## config.mk

```make
export PLATFORM = sky130hd
export DESIGN_NAME = spi_master_cfg
export DESIGN_NICKNAME = d
export VERILOG_FILES = /design/src/rtl/spi_master_cfg.sv
export SDC_FILE = /design/constraint.sdc
export NUM_CORES = 1
export LEC_CHECK = 0
export ABC_AREA = 1
export BUFFER_PORTS_ARGS = -buffer_cell sky130_fd_sc_hd__buf_2
export CAP_MARGIN = 20
export CORE_MARGIN = 5
export CORE_UTILIZATION = 58
export CTS_CLUSTER_DIAMETER = 30
export DETAILED_ROUTE_END_ITERATION = 10
export PLACE_DENSITY = 0.85
export SLEW_MARGIN = 5
export SYNTH_ARGS = -nofsm -noshare
export SYNTH_HDL_FRONTEND = slang
export SYNTH_SLANG_ARGS = --single-unit
```

## constraint.sdc

```tcl
create_clock -name clk -period 2.1 [get_ports clk]
set_input_delay 0.105 -clock clk [delete_from_list [all_inputs] [get_ports clk]]
set_output_delay 0.105 -clock clk [all_outputs]
set_load 0.01 [all_outputs]
```

## src/rtl/spi_master_cfg.sv

```systemverilog
// Configurable SPI master: one frame per start. The mode (cpol/cpha), the bit order
// and the slave select are latched when the transfer is accepted.
module spi_master_cfg #(
  parameter  int DATA_W  = 8,
  parameter  int CLK_DIV = 4,
  parameter  int NUM_SS  = 1,
  localparam int SS_W    = (NUM_SS > 1) ? $clog2(NUM_SS) : 1
) (
  input  logic              clk,
  input  logic              rst,
  input  logic              start,
  input  logic              cpol,
  input  logic              cpha,
  input  logic              lsb_first,
  input  logic [SS_W-1:0]   ss_sel,
  input  logic [DATA_W-1:0] data_in,
  input  logic              miso,
  output logic              sclk,
  output logic              mosi,
  output logic [NUM_SS-1:0] ss_n,
  output logic [DATA_W-1:0] data_out,
  output logic              busy,
  output logic              done
);

  localparam int DIV_W  = (CLK_DIV > 1) ? $clog2(CLK_DIV) : 1;
  localparam int HALF_W = $clog2(2 * DATA_W);
  localparam logic [DIV_W-1:0]  DIV_LAST  = DIV_W'(CLK_DIV - 1);
  localparam logic [HALF_W-1:0] HALF_LAST = HALF_W'(2 * DATA_W - 1);

  typedef enum logic [1:0] {S_IDLE, S_SETUP, S_XFER, S_HOLD} state_t;

  state_t              r_state, w_next;
  logic [DIV_W-1:0]    r_div;
  logic [HALF_W-1:0]   r_half;
  logic                r_sclk, r_mosi, r_done, r_cpha, r_lsb;
  logic [SS_W-1:0]     r_ss;
  logic [DATA_W-1:0]   r_tx, r_rx, r_data_out;

  logic                w_tick, w_accept, w_edge, w_lead, w_last_edge;
  logic [HALF_W-1:0]   w_edge_idx;
  logic                w_tx_bit, w_first_bit;
  logic [DATA_W-1:0]   w_tx_shift, w_rx_shift, w_din_shift;

  assign w_tick   = (r_div == DIV_LAST);
  assign w_accept = (r_state == S_IDLE) && start;

  // NOTE: every signal driven here gets a default first, so no path can infer a latch.
  always_comb begin
    w_next = r_state;
    case (r_state)
      S_IDLE:  if (start) w_next = S_SETUP;
      S_SETUP: if (w_tick) w_next = S_XFER;
      S_XFER:  if (w_tick && (r_half == HALF_LAST)) w_next = S_HOLD;
      S_HOLD:  if (w_tick) w_next = S_IDLE;
      default: w_next = S_IDLE;
    endcase
  end

  // SCLK edge k occurs on entry to XFER half-period k; even k are leading edges.
  always_comb begin
    w_edge      = 1'b0;
    w_edge_idx  = '0;
    if (r_state == S_SETUP && w_tick) begin
      w_edge = 1'b1;
    end else if (r_state == S_XFER && w_tick && (r_half != HALF_LAST)) begin
      w_edge     = 1'b1;
      w_edge_idx = r_half + 1'b1;
    end
    w_lead      = ~w_edge_idx[0];
    w_last_edge = (w_edge_idx == HALF_LAST);
  end

  assign w_tx_bit    = r_lsb ? r_tx[0] : r_tx[DATA_W-1];
  assign w_tx_shift  = r_lsb ? {1'b0, r_tx[DATA_W-1:1]} : {r_tx[DATA_W-2:0], 1'b0};
  assign w_rx_shift  = r_lsb ? {miso, r_rx[DATA_W-1:1]} : {r_rx[DATA_W-2:0], miso};
  assign w_first_bit = lsb_first ? data_in[0] : data_in[DATA_W-1];
  assign w_din_shift = lsb_first ? {1'b0, data_in[DATA_W-1:1]} : {data_in[DATA_W-2:0], 1'b0};

  // NOTE: state registers use non-blocking assignments so every flop samples pre-edge values.
  always_ff @(posedge clk) begin
    if (!rst) r_state <= S_IDLE;
    else      r_state <= w_next;
  end

  always_ff @(posedge clk) begin
    if (!rst) begin
      r_div      <= '0;
      r_half     <= '0;
      r_sclk     <= 1'b0;
      r_mosi     <= 1'b0;
      r_done     <= 1'b0;
      r_cpha     <= 1'b0;
      r_lsb      <= 1'b0;
      r_ss       <= '0;
      r_tx       <= '0;
      r_rx       <= '0;
      r_data_out <= '0;
    end else begin
      r_done <= 1'b0;
      if (r_state == S_IDLE) r_div <= '0;
      else                   r_div <= w_tick ? '0 : r_div + 1'b1;

      if (w_accept) begin
        r_cpha <= cpha;
        r_lsb  <= lsb_first;
        r_ss   <= ss_sel;
        r_sclk <= cpol;
        r_rx   <= '0;
        if (cpha) begin
          r_mosi <= 1'b0;
          r_tx   <= data_in;
        end else begin
          r_mosi <= w_first_bit;
          r_tx   <= w_din_shift;
        end
      end

      if (w_edge) begin
        r_sclk <= ~r_sclk;
        r_half <= w_edge_idx;
        if (w_lead) begin
          if (r_cpha) begin
            r_mosi <= w_tx_bit;
            r_tx   <= w_tx_shift;
          end else begin
            r_rx <= w_rx_shift;
          end
        end else if (r_cpha) begin
          r_rx <= w_rx_shift;
        end else if (!w_last_edge) begin
          r_mosi <= w_tx_bit;
          r_tx   <= w_tx_shift;
        end
      end

      if (r_state == S_HOLD && w_tick) begin
        r_data_out <= r_rx;
        r_done     <= 1'b1;
        r_mosi     <= 1'b0;
      end
    end
  end

  assign busy     = (r_state != S_IDLE);
  assign done     = r_done;
  assign data_out = r_data_out;
  assign mosi     = r_mosi;
  assign sclk     = (r_state == S_IDLE) ? cpol : r_sclk;

  // An out-of-range latched index matches no line, so every select stays high.
  always_comb begin
    ss_n = '1;
    for (int i = 0; i < NUM_SS; i++) ss_n[i] = !(busy && (r_ss == SS_W'(i)));
  end

endmodule

```

# [Yosys cells after proc, flatten, opt, wreduce, memory -nomap -nowiden]
# Cells that the tools add are included.
[classes] add_sub_neg=2 eq_ne=11 muxes=37 bitwise_logic=3 n_reduce_logical=14
[op_table] cell="$mux W8" count=15
[op_table] cell="$mux W1" count=15
[op_table] cell="$eq A4 B4 Y1 const B" count=2
[op_table] cell="$mux W2" count=4
[op_table] cell="$mux W4" count=2
[op_table] cell="$ne A2 B2 Y1 const B" count=4
[op_table] cell="$pmux W2 S4" count=1
[op_table] cell="$logic_and A1 B1 Y1" count=7
[op_table] cell="$eq A2 B2 Y1 const B" count=3
[op_table] cell="$add A4 B1 Y4 const B" count=1
[op_table] cell="$ne A4 B4 Y1 const B" count=1
[op_table] cell="$reduce_and A4 Y1" count=1
[op_table] cell="$reduce_bool A2 Y1" count=2
[op_table] cell="$not A1 Y1" count=3
[op_table] cell="$reduce_or A3 Y1" count=1
[op_table] cell="$add A2 B1 Y2 const B" count=1
[op_table] cell="$eq A2 B1 Y1 const B" count=1
[op_table] cell="$logic_not A2 Y1" count=1
[op_table] cell="$reduce_or A2 Y1" count=1
[op_table] cell="$logic_not A1 Y1" count=1
[word_totals] ff_bits=38 output_inout_bits=13

# [Logic depth before layout (Yosys ltp)]
# Gate-level depths: netlist of the first run.
[depth] ltp_word=10 ltp_mapped=12 mapped_depth_nobuf=11

# [Worst setup path after synthesis of the first run]
# No wires, ideal clock.
[synth_timing] path_kind="reg-to-reg" start="reg r_state[1]" end="reg r_rx[5]" arrival_ps=1499 t_required_ps=1985 slack_ps=486 stages_incl_launch_ff=10 synth_period_minus_slack_ps=1614 path_cell_list="dfxtp_1 inv_1 ha_1 a21oi_1 nand3_2 nand2_1 nand3_4 buf_6 o21ai_2 a21oi_2"
[synth_between] elab_chain_len=7 word_cells_on_any_way=16 classes_between="eq/ne: 2; mux: 9; reduce/logical: 5"
[synth_rtl] item="start, declared" line="33" rtl="state_t r_state, w_next;"
[synth_rtl] item="start signal, assigned" line="83" rtl="else r_state <= w_next;"
[synth_rtl] item="$eq A2 B2 Y1" line="66" rtl="end else if (r_state == S_XFER && w_tick && (r_half != HALF_LAST)) begin"
[synth_rtl] item="$logic_and A1 B1 Y1 (2 in a row)" line="66"
[synth_rtl] item="$mux W4" line="66"
[synth_rtl] item="$mux W4" line="64" rtl="if (r_state == S_SETUP && w_tick) begin"
[synth_rtl] item="$mux W8" line="122" rtl="if (w_lead) begin"
[synth_rtl] item="$mux W8 *" line="119" rtl="if (w_edge) begin"
[synth_rtl] item="end signal, assigned" line="127" rtl="r_rx <= w_rx_shift;"
[synth_rtl] item="end signal, assigned" line="130" rtl="r_rx <= w_rx_shift;"
[synth_rtl] item="end, declared" line="38" rtl="logic [DATA_W-1:0] r_tx, r_rx, r_data_out;"
# Mark *: on every way between the ends. The rest lies on a longest branch, timed or not.
# A chain may end at the register's enable or synchronous reset.

# [Final worst setup path of the first run]
[layout_timing] start="reg r_state[1]" end="reg r_rx[3]"
# Same word-level chain as after synthesis.

==> metrics, run 1 <==
R2R depth 8; initial core utilization 0.5855; net load switching power between 0.9 and 1 mW; Worst Setup End Kind flip-flop; Finished Core Util 0.6696; IO Pins 29; Syn Inst Count 361; post-CTS resize count 0; CTS Root Cell clkbuf_8; post-synth top area share 0.3295; Die X 73.09 um; CP cell instances inv_1 -> ha_1 -> a21oi_1 -> nand3_2 -> nand2_1 -> nand3_4 -> o21ai_0 -> a21oi_1; Arr. time, crit path between 2000 and 2500 ps; CP endpoint r_rx[3]; final worst path period share 0.9089; via count between 2000 and 2500; Power Internal between 1.5 and 2 mW; count of final setup violators 0; Final min period roughly 1900 ps; Die H roughly 73 um; register area between 700 and 800 sq um; sequential element share of the synthesized area 0.3295; Syn Nets ~380; Longest Clk Path Bufs 2; YS warnings 0; RSZ-0062 raised after global routing no; commonest non-fill, non-tap cell in the layout nand2_1; Core Box Area between 3000 and 4000 sq um; Sw Share 0.3693; routability cong. about 0.97; DRT antenna net count 0; CTS tree built; cell type with the largest total area after synthesis dfxtp_1; CP peak stage delay about 370 ps; Core Rows 23; Slew @ Worst Pin 399.0 ps; CTS HTree Levels 2; Setup Fix Bufs, Post-CTS 0; Cell Area, Synth 2308 sq um; largest cells by area after synthesis dfxtp_1, nand2_1, a21oi_1, o21ai_0, nand3_1; Sink Count 38; largest net degree at the start of global routing 23; Clk pwr share 0.295; max_slew headroom 0.7336; via/cell ratio 5.467; Power per Cell Area between 1000 and 1500 nW/um^2; remaining global-route overflow 0; most frequent cells in the layout nand2_1, a21oi_1, dfxtp_1, o21ai_0, nor2_1; initial antenna violation count 0; clock slew at reported path FFs about 80 ps; Worst Path Required around 2300 ps; Clock Latency Late Sink 300 ps; Max Freq approximately 520 MHz; Mean Syn Cell Area around 6.4 sq um; Worst Setup SP r_state[1]; port buffer count 28; Critical Setup Path Class flip-flop to flip-flop; Crit Reg-Reg Startpoint r_state[1]; initial detailed-routing violation count approximately 250; Seq pwr share 0.332; DRT Pass-1 Iters 5; Max rail drop VDD 0.8731 mV; clk_skew roughly 4.6 ps; critical path's slowest cell dfxtp_1; synthesis-to-layout area growth 14.36%; max-slew violations 0; Fillers about 350; Detailed Route WL 5628 um; n_diodes 0; Post-layout nets slightly above 400; count of hold buffers inserted by post-cts repair 0; Worst R2R End r_rx[3]; Final Hold Violating Endpoints 0; leakage power 1.184 nW; status finished, final reports clean; DRC errors left 0; fraction of layout cells with a size suffix above 1 0.1611; GRT Overall Usage 0.2279; Multi-input gate area about 1300 sq um; first-pass GRT wire length 9701 um; Crit Path Max Fanout 16; hold path start ss_sel; Logic pwr share 0.373; Setup TNS Final 0 ps; vias in the first global route 2188; hpwl dp ~4000 um; #FFs+latches synth 38; die area 5342 sq um; Avg WL per Cell 12.76 um; startpoint types flip-flop; Cell variety after synth 33; Num CTS Buffers 5; crit-path most repeated cell a21oi_1; max-cap violation count 0; Worst R2R Setup Slack ~190 ps; Worst Hold Class input port to flip-flop
[worst min-delay path by stage]
stage | to | slack [ps] | depth (start not counted)
after floorplan | r_tx[4] | 240 | 2
after global placement | r_ss | 360 | 3
after detailed placement | r_ss | 370 | 3
after CTS | r_ss | 60 | 3
after global routing | r_ss | 130 | 3
final | r_ss | 60 | 3
[per-layer routing]
| metal | routed length (um) | up-vias | part of all wire | global-route usage |
|---|---|---|---|---|
| li1 | - | 1233 | - | - |
| met1 | 2506 | 1079 | 0.45 | 0.2792 |
| met2 | 2663 | 85 | 0.47 | 0.3932 |
| met3 | 326 | 14 | 0.058 | 0.04545 |
| met4 | 132 | 0 | 0.023 | 0.07992 |
| met5 | 0 | - | 0 | 0 |
[power by group through the flow]
stage | Combinational [mW] | Sequential (mW) | Clock, mW
final | 0.989 | 0.878 | 0.781
after global routing | 1.13 | 0.886 | 0.815
after CTS | 0.984 | 0.876 | 0.790
after detailed placement | 0.974 | 0.892 | 0
after global placement | 0.951 | 0.889 | 0
after floorplan | 0.747 | 0.863 | 0
[state kept, by name, indices dropped and copies added, names as in the netlist]
register and flops:
data_out 8, done 1, mosi 1, r_cpha 1
r_div 2, r_half 4, r_lsb 1, r_rx 8
r_sclk 1, r_ss 1, r_state 2, r_tx 8
[per-stage QoR]
stage          instances  setup slack, ps  hold slack [ps]  cell area [sq um]  total power [mW]
2_1_floorplan        361            486.0            243.4               2308             1.610
3_3_place_gp         433            337.4            357.7               2497             1.840
3_5_place_dp         433            237.6            366.5               2497             1.865
4_1_cts              441            226.4            59.38               2640             2.650
5_1_grt              441            11.13            125.5               2640             2.830
6_report             441            191.4            58.59               2640             2.648
[area by class of cell]
| type | instances | area share |
|---|---|---|
| multi-input combinational | 276 | 0.5104 |
| sequential | 38 | 0.2882 |
| timing repair buffer | 36 | 0.07583 |
| inverter | 33 | 0.04787 |
| clock buffer | 6 | 0.03128 |
| tap | 50 | 0.02370 |
| clock inverter | 2 | 0.02275 |
[critical path, delay by kind of cell, from the launching register on]
family | cells | cell delay (ps)
AND/OR/NAND/NOR | 3 | 580
AO/OA/AOI/OAI | 3 | 530
adder cells (fa/ha/maj) | 1 | 240
buffers and inverters | 1 | 90
flip-flops | 1 | 370
[cell usage after synthesis, drive strengths merged]
cell / instances
nor2: 33
o31ai: 1
nor3: 1
a21oi: 45
o21ai: 41
nand4: 1
clkbuf: 3
dfxtp: 38
or2: 1
inv: 31
o22ai: 1
o211ai: 1
nand3: 29
mux2i: 2
clkinv: 2
nand2: 113
buf: 11
ha: 6
a22o: 1
[kinds of logic (layout without fill, tap and decap cells)]
logic type      Yosys count  count (layout)  synth area share
simple gates            178             178            0.3366
compound gates           90              90            0.2060
fa+ha+maj                 6               6           0.03252
flops                    38              38            0.3295
buf+inv                  47              77           0.08672
mux                       2               2          0.008672
(Power assumes the default switching activity.)
==> run 2: changes to the inputs <==
- CORE_UTILIZATION: 58 -> 30
- CTS_CLUSTER_DIAMETER: 30 -> default
- PLACE_DENSITY: 0.85 -> 0.52
==> metrics, run 2 (same netlist as run 1, synthesis figures left out) <==
Buf/Inv on CP 1 (unchanged); clock slew at reported path FFs 80 ps (about the same); Max Freq 531.3 MHz (was 523.9 MHz); Core Rows 32 (was 23); CTS Root Cell clkbuf_8 (unchanged); Max rail drop VDD 0.3816 mV (was 0.8731 mV); Die X 97.72 um (was 73.09 um); max-cap violation count 0 (unchanged); Avg WL per Cell 12.60 um (was 12.76 um); Detailed Route WL 6201 um (was 5628 um); synthesis-to-layout area growth 15.45% (was 14.36%); crit-path most repeated cell a21oi_1 (unchanged); final worst path period share 0.8963 (was 0.9089); register area 760.7 sq um (unchanged); Die H 97.72 um (was 73.09 um); leakage power 1.158 nW (was 1.184 nW); Setup TNS Final 0 ps (unchanged); Post-layout nets 411 (was 412); n_diodes 0 (unchanged); initial core utilization 0.3035 (was 0.5855); CP cell instances inv_1 -> ha_1 -> a21oi_1 -> nand3_2 -> nor2_1 -> nand2_2 -> nand2_4 -> nand2_1 -> nand3_1 -> a21oi_1 (was inv_1 -> ha_1 -> a21oi_1 -> nand3_2 -> nand2_1 -> nand3_4 -> o21ai_0 -> a21oi_1); RSZ-0062 raised after global routing no (unchanged); Hold Worst Slack 67.98 ps (was 58.59 ps); initial antenna violation count 0 (unchanged); fraction of layout cells with a size suffix above 1 0.1564 (was 0.1611); Crit Path Max Fanout 10 (was 16); count of hold buffers inserted by post-cts repair 0 (unchanged); Clock Latency Late Sink 290 ps (was 300 ps); Arr. time, crit path 2060 ps (was 2090 ps); DRT antenna net count 0 (unchanged); DRC errors left 0 (unchanged); max-slew violations 0 (unchanged); Sink Count 38 (unchanged); status finished, final reports clean (unchanged); Worst Setup End Kind flip-flop (unchanged); initial detailed-routing violation count 127 (was 247); die area 9549 sq um (was 5342 sq um); CP peak stage delay 360 ps (was 370 ps); Worst Path Required 2280 ps (about the same); routability cong. 0.8475 (was 0.9662); DRT Pass-1 Iters 4 (was 5); port buffer count 28 (unchanged); Num CTS Buffers 5 (unchanged); Finished Core Util 0.3503 (was 0.6696); startpoint types flip-flop (unchanged); Multi-input gate area 1348 sq um (unchanged); via count 2344 (was 2411); clk_skew 4.063 ps (was 4.599 ps); Slew @ Worst Pin 415.9 ps (was 399.0 ps); hpwl dp 4437 um (was 3969 um); Final min period 1882 ps (was 1909 ps); Final Hold Violating Endpoints 0 (unchanged); Longest Clk Path Bufs 2 (unchanged); max_slew headroom 0.7223 (was 0.7336); first-pass GRT wire length 10750 um (was 9701 um); Power per Cell Area 931.6 nW/um^2 (was 1003 nW/um^2); remaining global-route overflow 0 (unchanged); IO Pins 29 (unchanged); Critical Setup Path Class flip-flop to flip-flop (unchanged); Fillers 878 (was 349); most frequent cells in the layout nand2_1, a21oi_1, dfxtp_1, o21ai_0, nor2_1 (unchanged); critical path's slowest cell dfxtp_1 (unchanged); CTS tree built (unchanged); CTS HTree Levels 2 (unchanged); count of final setup violators 0 (unchanged); CP delay by family, top simple AND/OR/NAND/NOR gates (unchanged); post-CTS resize count 0 (unchanged); largest net degree at the start of global routing 23 (unchanged); Setup Fix Bufs, Post-CTS 0 (unchanged); Core Box Area 7607 sq um (was 3943 sq um); GRT Overall Usage 0.1336 (was 0.2279); vias in the first global route 2251 (was 2188); Worst Hold Class input port to flip-flop (unchanged); via/cell ratio 4.764 (was 5.467); commonest non-fill, non-tap cell in the layout nand2_1 (unchanged)
[run 2: cell types whose count changed in the layout (fill, tap and decap cells not counted), sizes merged]
cell | before | now
buf | 36 | 35
bufinv | 2 | 1
clkinvlp | 0 | 1
[run 2: report_power, final]
part	switching (mW)	total, mW	internal (mW)
Clock	0.275	0.629	0.355
Sequential	0.0733	0.881	0.808
Combinational	0.626	0.972	0.346
[run 2: worst register-to-register path: stages, from the launching register on]
cell	delay (ps)
dfxtp_1	360
inv_1	80
ha_1	240
a21oi_1	230
nand3_2	140
nor2_1	150
nand2_2	170
nand2_4	180
nand2_1	80
nand3_1	90
a21oi_1	70
[run 2: cell type report]
| type | count | share of cell area |
|---|---|---|
| multi-input cells | 276 | 0.5056 |
| flip-flops and latches | 38 | 0.2854 |
| repair buffers | 35 | 0.07230 |
| well taps | 102 | 0.04789 |
| inverters | 33 | 0.04742 |
| clock buffers | 6 | 0.02723 |
| clock inverters | 2 | 0.01408 |
[run 2: through the flow]
| stage | instance area (sq um) | std cells | total power, mW | setup slack, ps |
|---|---|---|---|---|
| floorplan | 2308 | 361 | 1.610 | 486.0 |
| global placement | 2555 | 484 | 1.865 | 293.2 |
| detailed placement | 2555 | 484 | 1.875 | 265.5 |
| CTS | 2665 | 492 | 2.517 | 215.1 |
| global route | 2665 | 492 | 2.705 | 5.600 |
| finish | 2665 | 492 | 2.483 | 217.7 |
[run 2: path summary, 6_finish.rpt]
check             startpoint        to  slack [ps]  cells after the start
setup reg to reg  r_state[1]   r_tx[6]         220                     10
hold / removal        ss_sel      r_ss          70                      3
setup / recovery  r_state[1]   r_tx[6]         220                     10
hold reg to reg     r_div[0]  r_div[0]         420                      1
[run 2: routing by layer]
metal	GRT usage	wire [um]
met4	0.03408	63
met5	0	0
met2	0.2088	2736
met1	0.1867	2998
met3	0.02943	403
